<file path="src/rtl/clamp_rgb_sequencer_if.sv">
// Handshake and data bundle for clamp_rgb_sequencer.
// The slave modport is the sequencer side; master is the producer/consumer side.
interface clamp_rgb_sequencer_if #(
  parameter int INW  = 16,
  parameter int OUTW = 8
);
  logic                   i_inValid;
  logic                   o_inReady;
  logic signed [INW-1:0]  i_r;
  logic signed [INW-1:0]  i_g;
  logic signed [INW-1:0]  i_b;
  logic                   o_outValid;
  logic                   i_outReady;
  logic signed [OUTW-1:0] o_r;
  logic signed [OUTW-1:0] o_g;
  logic signed [OUTW-1:0] o_b;
  logic [2:0]             o_sat;
  logic                   i_clrCount;
  logic [15:0]            o_satCount;

  modport slave (
    input  i_inValid, i_r, i_g, i_b, i_outReady, i_clrCount,
    output o_inReady, o_outValid, o_r, o_g, o_b, o_sat, o_satCount
  );

  modport master (
    output i_inValid, i_r, i_g, i_b, i_outReady, i_clrCount,
    input  o_inReady, o_outValid, o_r, o_g, o_b, o_sat, o_satCount
  );
endinterface

</file>
<file path="src/rtl/clamp_rgb_sequencer.sv">
// Clamps an RGB triplet from signed INW to signed OUTW bits through one shared
// saturation unit, one channel per cycle, with a wrapping saturated-pixel counter.
module clamp_rgb_sequencer #(
  parameter int INW  = 16,
  parameter int OUTW = 8
) (
  input logic                    clk,
  input logic                    i_rst,
  clamp_rgb_sequencer_if.slave   bus
);

  typedef enum logic [2:0] {IDLE, S_R, S_G, S_B, OUT} state_e;

  localparam int MAXI = 2**(OUTW-1) - 1;
  localparam int MINI = -(2**(OUTW-1));
  localparam logic signed [INW-1:0] MAXV = INW'(MAXI);
  localparam logic signed [INW-1:0] MINV = INW'(MINI);

  state_e                 state_q, state_d;
  logic signed [INW-1:0]  hold_r_q, hold_g_q, hold_b_q;
  logic signed [OUTW-1:0] out_r_q, out_g_q, out_b_q;
  logic [2:0]             sat_q;
  logic [15:0]            cnt_q;

  logic                   in_ready, out_hs, accept;
  logic signed [INW-1:0]  clamp_x;
  logic signed [OUTW-1:0] clamp_y;
  logic                   clamp_hi, clamp_lo, clamp_sat;

  always_comb begin
    in_ready = (state_q == IDLE) | ((state_q == OUT) & bus.i_outReady);
    out_hs   = (state_q == OUT) & bus.i_outReady;
    accept   = in_ready & bus.i_inValid;
  end

  always_comb begin
    state_d = state_q;
    case (state_q)
      IDLE:    if (accept) state_d = S_R;
      S_R:     state_d = S_G;
      S_G:     state_d = S_B;
      S_B:     state_d = OUT;
      OUT:     if (out_hs) state_d = bus.i_inValid ? S_R : IDLE;
      default: state_d = IDLE;
    endcase
  end

  // Shared saturation unit; the operand follows the channel being processed.
  always_comb begin
    case (state_q)
      S_R:     clamp_x = hold_r_q;
      S_G:     clamp_x = hold_g_q;
      default: clamp_x = hold_b_q;
    endcase
    clamp_hi  = clamp_x > MAXV;
    clamp_lo  = clamp_x < MINV;
    clamp_sat = clamp_hi | clamp_lo;
    if (clamp_hi)      clamp_y = MAXV[OUTW-1:0];
    else if (clamp_lo) clamp_y = MINV[OUTW-1:0];
    else               clamp_y = clamp_x[OUTW-1:0];
  end

  always_ff @(posedge clk) begin
    if (i_rst) begin
      state_q  <= IDLE;
      hold_r_q <= '0;
      hold_g_q <= '0;
      hold_b_q <= '0;
      out_r_q  <= '0;
      out_g_q  <= '0;
      out_b_q  <= '0;
      sat_q    <= '0;
      cnt_q    <= '0;
    end else begin
      state_q <= state_d;
      if (accept) begin
        hold_r_q <= bus.i_r;
        hold_g_q <= bus.i_g;
        hold_b_q <= bus.i_b;
      end
      case (state_q)
        S_R: begin out_r_q <= clamp_y; sat_q[0] <= clamp_sat; end
        S_G: begin out_g_q <= clamp_y; sat_q[1] <= clamp_sat; end
        S_B: begin out_b_q <= clamp_y; sat_q[2] <= clamp_sat; end
        default: ;
      endcase
      // Clear wins over a same-cycle increment.
      if (bus.i_clrCount)      cnt_q <= '0;
      else if (out_hs & |sat_q) cnt_q <= cnt_q + 16'd1;
    end
  end

  assign bus.o_inReady  = in_ready;
  assign bus.o_outValid = (state_q == OUT);
  assign bus.o_r        = out_r_q;
  assign bus.o_g        = out_g_q;
  assign bus.o_b        = out_b_q;
  assign bus.o_sat      = sat_q;
  assign bus.o_satCount = cnt_q;

endmodule

</file>
<file path="src/flat_wrapper.sv">
// flat-port wrapper written by rule: the top's interface ports become plain ports
module clamp_rgb_sequencer_flat 
#(
  parameter int INW  = 16,
  parameter int OUTW = 8
)
  (clk, i_rst, bus_i_inValid, bus_i_r, bus_i_g, bus_i_b, bus_i_outReady, bus_i_clrCount, bus_o_inReady, bus_o_outValid, bus_o_r, bus_o_g, bus_o_b, bus_o_sat, bus_o_satCount);
  clamp_rgb_sequencer_if #(.INW(INW), .OUTW(OUTW)) bus_i ();
  input logic clk;
  input logic i_rst;
  input wire logic [$bits(bus_i.i_inValid)-1:0] bus_i_inValid;
  input wire logic [$bits(bus_i.i_r)-1:0] bus_i_r;
  input wire logic [$bits(bus_i.i_g)-1:0] bus_i_g;
  input wire logic [$bits(bus_i.i_b)-1:0] bus_i_b;
  input wire logic [$bits(bus_i.i_outReady)-1:0] bus_i_outReady;
  input wire logic [$bits(bus_i.i_clrCount)-1:0] bus_i_clrCount;
  output wire logic [$bits(bus_i.o_inReady)-1:0] bus_o_inReady;
  output wire logic [$bits(bus_i.o_outValid)-1:0] bus_o_outValid;
  output wire logic [$bits(bus_i.o_r)-1:0] bus_o_r;
  output wire logic [$bits(bus_i.o_g)-1:0] bus_o_g;
  output wire logic [$bits(bus_i.o_b)-1:0] bus_o_b;
  output wire logic [$bits(bus_i.o_sat)-1:0] bus_o_sat;
  output wire logic [$bits(bus_i.o_satCount)-1:0] bus_o_satCount;
  assign bus_i.i_inValid = bus_i_inValid;
  assign bus_i.i_r = bus_i_r;
  assign bus_i.i_g = bus_i_g;
  assign bus_i.i_b = bus_i_b;
  assign bus_i.i_outReady = bus_i_outReady;
  assign bus_i.i_clrCount = bus_i_clrCount;
  assign bus_o_inReady = bus_i.o_inReady;
  assign bus_o_outValid = bus_i.o_outValid;
  assign bus_o_r = bus_i.o_r;
  assign bus_o_g = bus_i.o_g;
  assign bus_o_b = bus_i.o_b;
  assign bus_o_sat = bus_i.o_sat;
  assign bus_o_satCount = bus_i.o_satCount;
  clamp_rgb_sequencer #(.INW(INW), .OUTW(OUTW)) u_core (.clk(clk), .i_rst(i_rst), .bus(bus_i));
endmodule
</file>
<file path="config.mk">
export PLATFORM = sky130hd
export DESIGN_NAME = clamp_rgb_sequencer_flat
export DESIGN_NICKNAME = d
export VERILOG_FILES = /design/src/rtl/clamp_rgb_sequencer_if.sv /design/src/rtl/clamp_rgb_sequencer.sv /design/src/flat_wrapper.sv
export SDC_FILE = /design/constraint.sdc
export NUM_CORES = 1
export LEC_CHECK = 0
export ABC_AREA = 0
export BUFFER_PORTS_ARGS = -buffer_cell sky130_fd_sc_hd__buf_2
export CAP_MARGIN = 20
export CELL_PAD_IN_SITES_DETAIL_PLACEMENT = 1
export CELL_PAD_IN_SITES_GLOBAL_PLACEMENT = 2
export CORE_ASPECT_RATIO = 0.8
export CORE_MARGIN = 2
export CORE_UTILIZATION = 23
export DETAILED_ROUTE_END_ITERATION = 8
export PLACE_DENSITY_LB_ADDON = 0.1
export SETUP_SLACK_MARGIN = 0.4
export SYNTH_ARGS = -nofsm -noshare
export SYNTH_HDL_FRONTEND = slang
export SYNTH_SLANG_ARGS = --single-unit
</file>
<file path="constraint.sdc">
create_clock -name clk -period 2.85 [get_ports clk]
set_clock_uncertainty 0.05 [all_clocks]
set_input_delay 0.7125 -clock clk [delete_from_list [all_inputs] [get_ports clk]]
set_output_delay 0.7125 -clock clk [all_outputs]
set_load 0.02 [all_outputs]
</file>
Yosys cells after proc, flatten, opt, wreduce, memory -nomap -nowiden
Index checks and enable logic that the tools add are counted.
- equality and inequality tests: 6
- $lt $le $gt $ge: 2
- bitwise logic cells: 5
- mux-type cells: 7
- $add $sub $neg: 1
- reductions and logical operators: 4
- operator list (operator ; count):
    $pmux W16 S2 ; 1
    $add A16 B1 Y16 const B ; 1
    $gt A16 B8 Y1 const B ; 1
    $lt A16 B8 Y1 const B ; 1
    $mux W8 ; 2
    $pmux W3 S5 ; 1
    $eq A3 B2 Y1 const B ; 2
    $mux W3 ; 2
    $ne A2 B1 Y1 const B ; 2
    $and A1 B1 Y1 ; 3
    $eq A3 B1 Y1 const B ; 1
    $eq A3 B3 Y1 const B ; 1
    $logic_not A3 Y1 ; 1
    $reduce_or A3 Y1 ; 1
    $or A1 B1 Y1 ; 2
    $reduce_and A2 Y1 ; 1
    $reduce_or A2 Y1 ; 1
    $mux W1 ; 1
- output and inout bits: 45
- input port bits: 53
- register bits after elaboration: 94
- logic and storage cells: 36

Logic depth before layout (Yosys ltp)
Gate-level depths: netlist of the first run.
- depth in word-level cells: 6
- depth in mapped cells: 9
- depth with buffers taken out: 7

Least setup slack after synthesis of the first run
No wires, ideal clock.
- kind: input-to-reg
- from: input bus_i_outReady
- to: register u_core.hold_b_q[10]
- buffers on the path: 2
- required time: 2.668 ns
- cell stages on the path: 7
- slack: 0.594 ns
- arrival: 2.074 ns
- setup time: 0.132 ns
- cell sequence: inv_1 -> a21boi_0 -> nand2_1 -> clkbuf_1 -> clkbuf_1 -> nand2_1 -> a21oi_1
- cells in the longest elaborated chain, start to end: 3
- RTL lines (what ; line ; text):
    start: declaration ; flat_wrapper.sv:15 ; input wire logic [$bits(bus_i.i_outReady)-1:0] bus_i_outReady;
    $and A1 B1 Y1 ; clamp_rgb_sequencer.sv:31 ; in_ready = (state_q == IDLE) | ((state_q == OUT) & bus.i_outReady);
    $or A1 B1 Y1 ; clamp_rgb_sequencer.sv:31 ;
    via bus_o_inReady ; flat_wrapper.sv:17 ; output wire logic [$bits(bus_i.o_inReady)-1:0] bus_o_inReady;
    $and A1 B1 Y1 ; clamp_rgb_sequencer.sv:33 ; accept = in_ready & bus.i_inValid;
    end signal: assignment ; clamp_rgb_sequencer.sv:79 ; hold_b_q <= bus.i_b;
    end: declaration ; clamp_rgb_sequencer.sv:20 ; logic signed [INW-1:0] hold_r_q, hold_g_q, hold_b_q;
The timed path passes the listed nets, and every way through them passes these cells.
A chain may end at the register's enable or synchronous reset.

Worst setup path in the final report of the first run
- from: register u_core.state_q[1]
- to: register u_core.out_r_q[2], in the netlist u_core.bus.o_r[2]
- cells in the longest elaborated chain, start to end: 5
- elaborated cells on any way between the ends: 7
- classes of those cells: order compare: 2; eq/ne: 2; mux: 3
- RTL lines (what ; line ; text):
    start: declaration ; clamp_rgb_sequencer.sv:19 ; state_e state_q, state_d;
    start signal: assignment ; clamp_rgb_sequencer.sv:75 ; state_q <= state_d;
    $eq A3 B2 Y1 / $eq A3 B1 Y1 (equally long branches) ; clamp_rgb_sequencer.sv:50, clamp_rgb_sequencer.sv:81 ;
    $pmux W16 S2 ; clamp_rgb_sequencer.sv:50 ; case (state_q)
    $lt A16 B8 Y1 ; clamp_rgb_sequencer.sv:56 ; clamp_lo = clamp_x < MINV;
    $mux W8 ; clamp_rgb_sequencer.sv:59 ; else if (clamp_lo) clamp_y = MINV[OUTW-1:0];
    $mux W8 ; clamp_rgb_sequencer.sv:58 ; if (clamp_hi) clamp_y = MAXV[OUTW-1:0];
    end signal: assignment ; clamp_rgb_sequencer.sv:82 ; S_R: begin out_r_q <= clamp_y; sat_q[0] <= clamp_sat; end
    end: declaration ; clamp_rgb_sequencer.sv:21 ; logic signed [OUTW-1:0] out_r_q, out_g_q, out_b_q;
Parallel ways exist; a longest one is shown, timed or not.

==> run_results.csv, run 1 <==
group,metric,value,unit
status,outcome,"completed",
die,dieArea,18300,um^2
clocking,clk_path_buf_depth,2,
critical_path,cp_slowest_cell,"o41a_4",
synthesis,ys_warn_count,0,
timing,finalSetupViolations,0,
timing,fin_setup_tns,0,ns
synthesis,avgSynthCellArea,8.34,um^2
die,start_util,23.7,%
clocking,cts_num_sinks,94,
pwr,peakVddDrop,0.000311,V
critical_path,path_max_fanout,18,
drt,ant_nets,0,
timing,hold_viol_final,0,
final_layout,multi_input_area,1940,um^2
clocking,cts_made_buffers,9,
clocking,cts_tree,"yes",
pwr,p_per_area,651,nW/um^2
critical_path,setup.worst_path.end_class,"flip-flop",
timing,period_share,83.2,%
synthesis,synth_top_area_share,47.6,%
critical_path,crit_chain,"nand2b_1, o32a_1, o21ai_0, a21oi_1, o41a_4, a211oi_4, o32ai_1",
final_layout,drive_gt1_share,26.9,%
clocking,cts-root-buf,"clkbuf_16",
timing,rsz0062_at_grt,"true",
final_layout,nets,618,
clocking,post-cts-setup-buffer-count,0,
synthesis,synth_top_flop_cell,"dfxtp_1",
pwr,seqPwrFrac,45.2,%
synthesis,ys_seq_area_share,47.6,%
timing,min_period,2.37,ns
grt,grt-ovfl-total,0,
grt,grt_max_degree,49,
drt,detail_route.wl_per_cell,16.4,um
job,max-cap-violations,0,
pwr,clock_power_share,35.2,%
drt,viasPerCell,4.60,
final_layout,regArea,1890,um^2
timing,relSlewSlack,53.5,%
pwr,internal_power,2.27,mW
clocking,htreeDepth,3,
drt,wirelength,12.9,mm
clocking,insertion_delay,0.35,ns
pwr,combPwrFrac,19.6,%
critical_path,arrival,2.55,ns
synthesis,synth-edff-count,0,
die,pin_count,98,
placed_design,hpwl,9.59,mm
drt,num_vias,3629,
hold_path,min_delay_path_depth,2,
synthesis,synth_area_leaders,"dfxtp_1 (48%), nand2_1 (11%), a21oi_1 (7.3%), nor2_1 (3.1%), o32ai_1 (2.7%)",
timing,max_freq,422,MHz
placed_design,place_ws,0.163,ns
synthesis,syn-num-nets,528,
drt,drc,0,
critical_path,crit_buf_inv,0,
die,core_area,16700,um^2
synthesis,async_flop_share,0,%
synthesis,ys_types,50,
grt,grt_pass1_wl,20.2,mm
timing,layout_setup_ws,0.479,ns
pwr,switching_share,31.1,%
drt,drt_iter0_drc,161,
timing,tightest_slew,0.697,ns
synthesis,syn-cell-area,3960,um^2
synthesis,synth_top_cell_by_area,"dfxtp_1",
placed_design,port_buffers,97,
pwr,p_leak,1.98,nW
critical_path,cp_top_family,"compound AO/OA/AOI/OAI gates",
die,die_h,121,um
die,die_w,151,um
final_layout,syn_to_final_growth,27.7,%
critical_path,crit_required,3.03,ns
drt,drt-pass1-iter-count,4,
die,fp-row-count,42,
final_layout,nFillCells,2014,
placed_design,gp_congestion,0.811,
critical_path,rr_startpoint,"u_core.state_q[1]",
critical_path,cp_slowest_stage_delay,0.62,ns
hold_path,hold-path-endpoint,"u_core.hold_g_q[6]",
timing,maxSlewViolCount,0,
grt,antenna_found_initial,0,
clocking,clk_pin_slew_worst_paths,0.07,ns
synthesis,syn-instance-count,474,
critical_path,rr_worst_depth,7,
synthesis,ys_seq_elements,94,
critical_path,r2r_slack,0.48,ns
critical_path,r2r_end,"u_core.bus.o_r[2]",
hold_path,hold_class,"flip-flop to flip-flop",
grt,grt_pass1_vias,3633,
pwr,switchingPower,1.02,mW
critical_path,start_kind,"flip-flop",
hold_path,worstHoldStart,"u_core.hold_g_q[6]",
critical_path,criticalPathCategory,"flip-flop to flip-flop",
final_layout,antenna_cells,0,
grt,track_usage,14.6,%
state kept, by name, summed over array words and instances, names as in the netlist, 8 cells and up:
signal	flops
u_core.bus.o_g	8
u_core.bus.o_r	8
u_core.bus.o_b	8
u_core.hold_r_q	16
u_core.hold_g_q	16
u_core.bus.o_satCount	16
u_core.hold_b_q	16
per-stage QoR:
stage | instances | total power [mW] | util, % | hold WS, ns | cell area [um^2]
global placement | 773 | 2.13 | 28.1 | 0.395 | 4690
global route | 789 | 3.48 | 30.2 | 0.434 | 5050
CTS | 789 | 3.32 | 29.8 | 0.414 | 4980
finish | 789 | 3.29 | 30.2 | 0.410 | 5050
floorplan | 474 | 1.91 | - | 0.386 | 3960
detailed placement | 773 | 2.14 | 28.1 | 0.398 | 4690
synthesized netlist by cell type, types with 2 or more instances:
master,number
a211o_1,2
a211oi_1,10
a211oi_2,5
a21oi_1,58
a22o_1,6
a22oi_1,2
and3_1,3
buf_1,2
buf_2,9
clkbuf_1,20
dfxtp_1,94
inv_1,12
mux2i_1,2
nand2_1,111
nand3_1,5
nand3b_1,7
nand4_1,6
nor2_1,33
nor2_2,2
nor2b_1,4
nor3_1,5
o21ai_0,9
o21ai_1,7
o21bai_1,4
o22ai_1,4
o311ai_2,3
o32a_1,2
o32ai_1,12
or3_1,3
xnor2_1,3
xor2_1,10
worst min-delay path, cell delays in order, from the launching register on:
cell and delay (ns):
dfxtp_1 0.31, nand2_1 0.05, a21oi_1 0.05
cells by family after synthesis:
kind of cell	Yosys count	synth area share (%)
fa+ha+maj	1	0.316
simple gates	188	21.3
xor+xnor	13	2.88
buf+inv	46	4.93
mux	2	0.506
compound gates	130	22.5
flops	94	47.6
power groups by stage:
| stage | Clock [mW] | Combinational, mW | Sequential [mW] |
|---|---|---|---|
| after floorplan | 0 | 0.384 | 1.52 |
| after global placement | 0 | 0.611 | 1.51 |
| after detailed placement | 0 | 0.619 | 1.52 |
| after CTS | 1.21 | 0.622 | 1.49 |
| after global routing | 1.26 | 0.715 | 1.50 |
| final | 1.16 | 0.645 | 1.49 |
cell type report:
type,count,area share (%)
clock inverter,6,0.892
timing repair buffer,112,12.1
clock buffer,10,4.73
sequential,94,37.4
inverter,13,0.966
tap,220,5.45
multi-input combinational,334,38.5
worst max path at each step:
| stage | endpoint | slack, ns | cells after the start | start |
|---|---|---|---|---|
| global placement | u_core.bus.o_g[1] | 0.26 | 6 | u_core.state_q[1] |
| CTS | u_core.bus.o_r[1] | 0.39 | 7 | u_core.state_q[1] |
| finish | u_core.bus.o_r[2] | 0.48 | 7 | u_core.state_q[1] |
| floorplan | u_core.hold_b_q[10] | 0.59 | 7 | bus_i_outReady |
| global route | u_core.bus.o_r[3] | 0.38 | 7 | u_core.state_q[1] |
| detailed placement | u_core.bus.o_r[1] | 0.16 | 6 | u_core.state_q[1] |
cells in the final DEF (no fill, tap or decap), types with 5 or more instances in the layout:
cell type and n:
a21oi_1 55, a22o_1 6, nand3b_1 7, xor2_1 10, buf_2 97, nor2_1 33, dfxtp_1 92, o32ai_1 11
a211oi_1 10, o21ai_1 7, o21ai_0 9, nand3_1 5, nand2_1 111, buf_4 14, nor3_1 5, nand4_1 6
inv_1 12, a211oi_4 5, clkbuf_16 9
per-layer routing:
metal  vias to the layer above  global-route usage [%]  wire length [um]
met5                         -                       0                 0
met4                         0                    4.67               159
met3                        12                    3.72               679
met2                        73                    20.8              5410
met1                      1718                    21.3              6680
li1                       1826                       -                 -
repair_timing:
item,4_1_cts,5_1_grt
setup endpoints to repair,26,26
hold buffers,0,0
pin swaps,0,5
gates resized for setup,2,14
Power figures use the tool's default switching activity.
==> run 2, diff against run 1 <==
==> constraint.sdc (replaced) <==
create_clock -name clk -period 2.3 [get_ports clk]
set_clock_uncertainty 0.05 [all_clocks]
set_input_delay 0.575 -clock clk [delete_from_list [all_inputs] [get_ports clk]]
set_output_delay 0.575 -clock clk [all_outputs]
set_load 0.02 [all_outputs]
==> run 2 against run 1 <==
Effect of this change: combinational power grew 54%; worst setup slack got worse by 0.43 ns; global-route usage is 0.39 points higher; clock power grew 32%; worst hold slack lost 0.0015 ns; register-to-register slack worse by 0.43 ns; critical path type unchanged; critical endpoint is now u_core.bus.o_b[2].
==> run_results.csv, run 2 (synthesis gave the netlist of run 1 again) <==
group,metric,value,unit
status,outcome,"completed",
die,pin_count,98,
hold_path,hold_class,"flip-flop to flip-flop",
critical_path,crit_required,2.53,ns
critical_path,crit_chain,"buf_6, nor2_4, o21bai_1, o311ai_4, nor4_4, a41oi_1, or3_4, o21ai_1",
clocking,cts-root-buf,"clkbuf_16",
final_layout,design_area,5480,um^2
die,die_w,151,um
drt,drt_iter0_drc,205,
clocking,postCtsHoldBufs,0,
clocking,cts_num_sinks,94,
grt,antenna_found_initial,0,
timing,period_share,97.9,%
grt,grt-ovfl-total,0,
clocking,clk_path_buf_depth,2,
critical_path,crit_buf_inv,1,
die,dieArea,18300,um^2
timing,max_freq,444,MHz
critical_path,arrival,2.49,ns
grt,track_usage,15.0,%
drt,ant_nets,0,
placed_design,hpwl,9.66,mm
placed_design,port_buffers,97,
final_layout,layout_commonest_cell,"nand2_1",
final_layout,final_cell_mix,"nand2_1 (110), buf_2 (95), dfxtp_1 (91)",
timing,tightest_slew,0.613,ns
pwr,peakVddDrop,0.000367,V
final_layout,drive_gt1_share,33.7,%
grt,grt_pass1_wl,20.8,mm
die,start_util,23.7,%
critical_path,path_max_fanout,9,
placed_design,dpl_cell_area,4750,um^2
timing,maxSlewViolCount,0,
pwr,p_leak,2.15,nW
critical_path,start_kind,"flip-flop",
timing,hold_viol_final,0,
grt,grt_max_degree,49,
clocking,cts_made_buffers,9,
drt,viasPerCell,4.63,
critical_path,cp_slowest_stage_delay,0.42,ns
final_layout,nets,637,
critical_path,cp_slowest_cell,"or3_4",
grt,grt_use_met3,3.50,%
grt,gr-usage-met1,23.0,%
clocking,htreeDepth,3,
clocking,cts_tree,"yes",
timing,finalSetupViolations,0,
timing,whs,0.409,ns
pwr,p_per_area,797,nW/um^2
clocking,clk_pin_slew_worst_paths,0.07,ns
timing,relSlewSlack,59.0,%
placed_design,gp_congestion,0.741,
die,die_h,121,um
drt,drc,0,
drt,num_vias,3738,
critical_path,cp_top_family,"compound AO/OA/AOI/OAI gates",
drt,wirelength,14.2,mm
grt,use_met2,20.8,%
drt,detail_route.wl_per_cell,17.5,um
die,fp-row-count,42,
grt,top_usage_layer,"met1",
final_layout,antenna_cells,0,
critical_path,criticalPathCategory,"flip-flop to flip-flop",
die,core_area,16700,um^2
drt,drt-pass1-iter-count,4,
clocking,insertion_delay,0.35,ns
timing,min_period,2.25,ns
grt,grt_pass1_vias,3716,
timing,rsz0062_at_grt,"true",
job,max-cap-violations,0,
final_layout,nFillCells,1970,
final_layout,syn_to_final_growth,38.6,%
critical_path,setup.worst_path.end_class,"flip-flop",
-- run 2: changes by cell type in the layout (fill, tap and decap cells not counted), moves of 3 or more --
cell / delta
nor2_1: -4
buf_6: +8
buf_4: +9
o21ai_2: +4
o311ai_4: +3
nor2_4: +3
o21ai_0: -5
nor3_1: -3
-- run 2: stage by stage --
step | util (%) | power [mW] | instances | TNS (ns) | setup WS, ns
after floorplan | - | 2.38 | 474 | 0 | 0.246
after global placement | 28.4 | 2.65 | 777 | 0 | 0.0493
after detailed placement | 28.4 | 2.67 | 777 | 0 | 0.00484
after CTS | 31.6 | 4.31 | 803 | 0 | 0.103
after global routing | 32.8 | 4.60 | 808 | -0.453 | -0.0524
final | 32.8 | 4.37 | 808 | 0 | 0.0477
-- run 2: area by class of cell --
type	instances	area, um^2	share of cell area [%]
Clock buffer	10	229	4.18
Clock inverter	6	70.1	1.28
Inverter	13	48.8	0.890
Multi-Input combinational cell	334	2130	38.8
Sequential cell	94	1890	34.5
Tap cell	220	275	5.02
Timing Repair Buffer	131	843	15.4
-- run 2: per-layer routing --
layer | up-vias | routed length, um
met2 | 74 | 5760
met4 | 0 | 166
li1 | 1857 | -
met5 | - | 0
met1 | 1795 | 7580
met3 | 12 | 673
-- run 2: tightest hold or removal path, stage by stage, from the launching register on --
cell	delay [ns]
dfxtp_1	0.31
nand2_1	0.05
a21oi_1	0.05
-- run 2: repair_timing --
action / CTS / global route
pin swaps: 17 / 6
setup endpoints to repair: 54 / 63
setup buffers: 9 / 2
gates cloned: 1 / 3
gates resized for setup: 37 / 25
-- run 2: worst paths after layout --
kind                                         start                  to  slack (ns)  depth (start not counted)
worst max-delay path             u_core.state_q[0]   u_core.bus.o_b[2]        0.05                          8
worst max register to register   u_core.state_q[0]   u_core.bus.o_b[2]        0.05                          8
worst min-delay path            u_core.hold_r_q[1]  u_core.hold_r_q[1]        0.41                          2
worst min register to register  u_core.hold_r_q[1]  u_core.hold_r_q[1]        0.41                          2
-- run 2: where the power goes --
group	switching (mW)	total, mW	internal (mW)
clock network	0.684	1.53	0.850
logic	0.590	0.994	0.404
registers	0.0995	1.84	1.74
total	1.37	4.37	3.00
==> run 3, diff against run 2 <==
--- a/config.mk
+++ b/config.mk
@@ -16,6 +16,7 @@
 export DETAILED_ROUTE_END_ITERATION = 8
 export PLACE_DENSITY_LB_ADDON = 0.1
 export SETUP_SLACK_MARGIN = 0.4
+export SLEW_MARGIN = 10
 export SYNTH_ARGS = -nofsm -noshare
 export SYNTH_HDL_FRONTEND = slang
 export SYNTH_SLANG_ARGS = --single-unit
==> constraint.sdc (replaced) <==
create_clock -name clk -period 2.65 [get_ports clk]
set_clock_uncertainty 0.05 [all_clocks]
set_input_delay 0.6625 -clock clk [delete_from_list [all_inputs] [get_ports clk]]
set_output_delay 0.6625 -clock clk [all_outputs]
set_load 0.02 [all_outputs]
==> run 3 against run 2 <==
Effect of this change: non-clock buffer count is 6 lower; sequential share of layout area is 0.57 points higher; via count is 1.6% lower; count of clock-buffer cells in the layout is 1 higher; register-to-register slack better by 0.26 ns; first-iteration DRC count is 14% lower; utilization is 0.49 points lower.
==> run_results.csv, run 3 (synthesis gave the netlist of run 1 again) <==
group,metric,value,unit
status,outcome,"completed",
placed_design,port_buffers,97,
die,core_area,16700,um^2
die,die_h,121,um
critical_path,cp_slowest_cell,"o41a_4",
final_layout,drive_gt1_share,32.0,%
drt,detail_route.wl_per_cell,16.4,um
job,max-cap-violations,0,
clocking,cts_tree,"yes",
hold_path,hold_class,"flip-flop to flip-flop",
drt,viasPerCell,4.59,
drt,wl_met3,612,um
grt,grt_pass1_vias,3639,
placed_design,hpwl,9.50,mm
clocking,insertion_delay,0.35,ns
grt,grt-ovfl-total,0,
timing,period_share,88.2,%
pwr,finalPower,3.75,mW
timing,maxSlewViolCount,0,
placed_design,dpl_cell_area,4710,um^2
timing,fin_setup_tns,0,ns
die,start_util,23.7,%
timing,relSlewSlack,58.9,%
placed_design,place_ws,0.0533,ns
final_layout,nets,631,
critical_path,path_max_fanout,8,
critical_path,criticalPathCategory,"flip-flop to flip-flop",
drt,drt-pass1-iter-count,4,
critical_path,r2r_end,"u_core.bus.o_r[1]",
drt,drt_iter0_drc,177,
final_layout,design_area,5400,um^2
clocking,clk_pin_slew_worst_paths,0.07,ns
final_layout,fin_cells,802,
final_layout,antenna_cells,0,
critical_path,rr_worst_depth,8,
pwr,switching_share,30.2,%
clocking,cts_num_sinks,94,
drt,ant_nets,0,
pwr,seqPwrFrac,42.7,%
clocking,htreeDepth,3,
die,pin_count,98,
final_layout,layout_commonest_cell,"nand2_1",
die,die_w,151,um
drt,routed.top_layer,"met4",
timing,max_freq,428,MHz
clocking,cts-root-buf,"clkbuf_16",
die,fp-row-count,42,
critical_path,arrival,2.51,ns
hold_path,worstHoldStart,"u_core.hold_r_q[6]",
pwr,peakVddDrop,0.000307,V
pwr,switchingPower,1.13,mW
pwr,combPwrFrac,21.4,%
critical_path,crit_buf_inv,2,
clocking,cts_made_buffers,9,
critical_path,crit_required,2.83,ns
critical_path,setup.worst_path.end_class,"flip-flop",
timing,tightest_slew,0.614,ns
timing,hold_viol_final,0,
placed_design,dpl.cell_count,774,
critical_path,start_kind,"flip-flop",
drt,wl_met2,5.41,mm
hold_path,hold-path-endpoint,"u_core.hold_r_q[6]",
hold_path,min_delay_path_depth,2,
clocking,clk_path_buf_depth,2,
critical_path,crit_chain,"buf_6, nand2b_4, buf_4, o22ai_1, a21oi_2, o41a_4, a211oi_4, o32ai_2",
grt,track_usage,14.7,%
critical_path,cp_top_family,"compound AO/OA/AOI/OAI gates",
die,dieArea,18300,um^2
pwr,internal_power,2.62,mW
drt,drc,0,
timing,layout_setup_ws,0.312,ns
final_layout,syn_to_final_growth,36.6,%
drt,num_vias,3680,
timing,min_period,2.34,ns
critical_path,cp_slowest_stage_delay,0.60,ns
timing,rsz0062_at_grt,"true",
grt,antenna_found_initial,0,
timing,finalSetupViolations,0,
pwr,clock_power_share,35.9,%
drt,wirelength,13.1,mm
critical_path,r2r_slack,0.31,ns
drt,met1Wirelength,6.89,mm
critical_path,rr_startpoint,"u_core.state_q[1]",
final_layout,final_cell_mix,"nand2_1 (111), buf_2 (96), dfxtp_1 (91)",
pwr,p_leak,2.12,nW
placed_design,gp_congestion,0.784,
critical_path,cp.depth,8,
grt,grt_max_degree,49,
grt,grt_pass1_wl,20.3,mm
pwr,p_per_area,694,nW/um^2
==> run 3: layout make-up <==
class                   instances  area (um^2)
clock inverters                 5         57.6
well taps                     220          275
multi-input cells             334         2120
fillers                      1994        11300
clock buffers                  11          253
flip-flops and latches         94         1890
repair buffers                125          749
inverters                      13         48.8
==> run 3: power by group through the flow <==
stage | combinational [mW] | clock, mW | sequential [mW]
finish | 0.800 | 1.35 | 1.60
global route | 0.882 | 1.44 | 1.61
CTS | 0.728 | 1.40 | 1.60
detailed placement | 0.681 | 0 | 1.63
global placement | 0.669 | 0 | 1.63
floorplan | 0.413 | 0 | 1.64
==> run 3: worst reg2reg max path: cells and delay by family, from the launching register on <==
kind / cells / cell delay [ns]
simple gates: 1 / 0.11
buf+inv: 2 / 0.31
compound gates: 5 / 1.35
flops: 1 / 0.39
==> run 3: stage by stage <==
stage                     util (%)  hold WS, ns
after floorplan                  -        0.386
after global placement        28.2        0.396
after detailed placement      28.2        0.400
after CTS                     30.7        0.409
after global routing          32.3        0.436
final                         32.3        0.409
==> run 3: routing by layer <==
layer  vias to the layer above  track usage [%]
met4                         0             4.32
met5                         -                0
met2                        74             20.6
li1                       1853                -
met1                      1739             21.6
met3                        14             4.32
==> run 3: repair_timing <==
action                                 in CTS  in global routing
endpoints found under the hold margin       0                  0
setup endpoints to repair                  34                 28
pin swaps                                  14                 12
resized for setup                          21                 36
setup buffers                               2                 10
hold buffers                                0                  0
==> run 3: how the worst max path moves through the flow <==
stage,to,slack (ns),from
4_1_cts,u_core.bus.o_g[3],0.37,u_core.state_q[1]
6_report,u_core.bus.o_r[1],0.31,u_core.state_q[1]
3_3_place_gp,u_core.bus.o_g[4],0.03,u_core.state_q[1]
3_5_place_dp,u_core.bus.o_g[3],0.05,u_core.state_q[1]
5_1_grt,u_core.bus.o_r[5],0.22,u_core.state_q[1]
2_1_floorplan,u_core.hold_b_q[10],0.41,u_core.state_q[1]
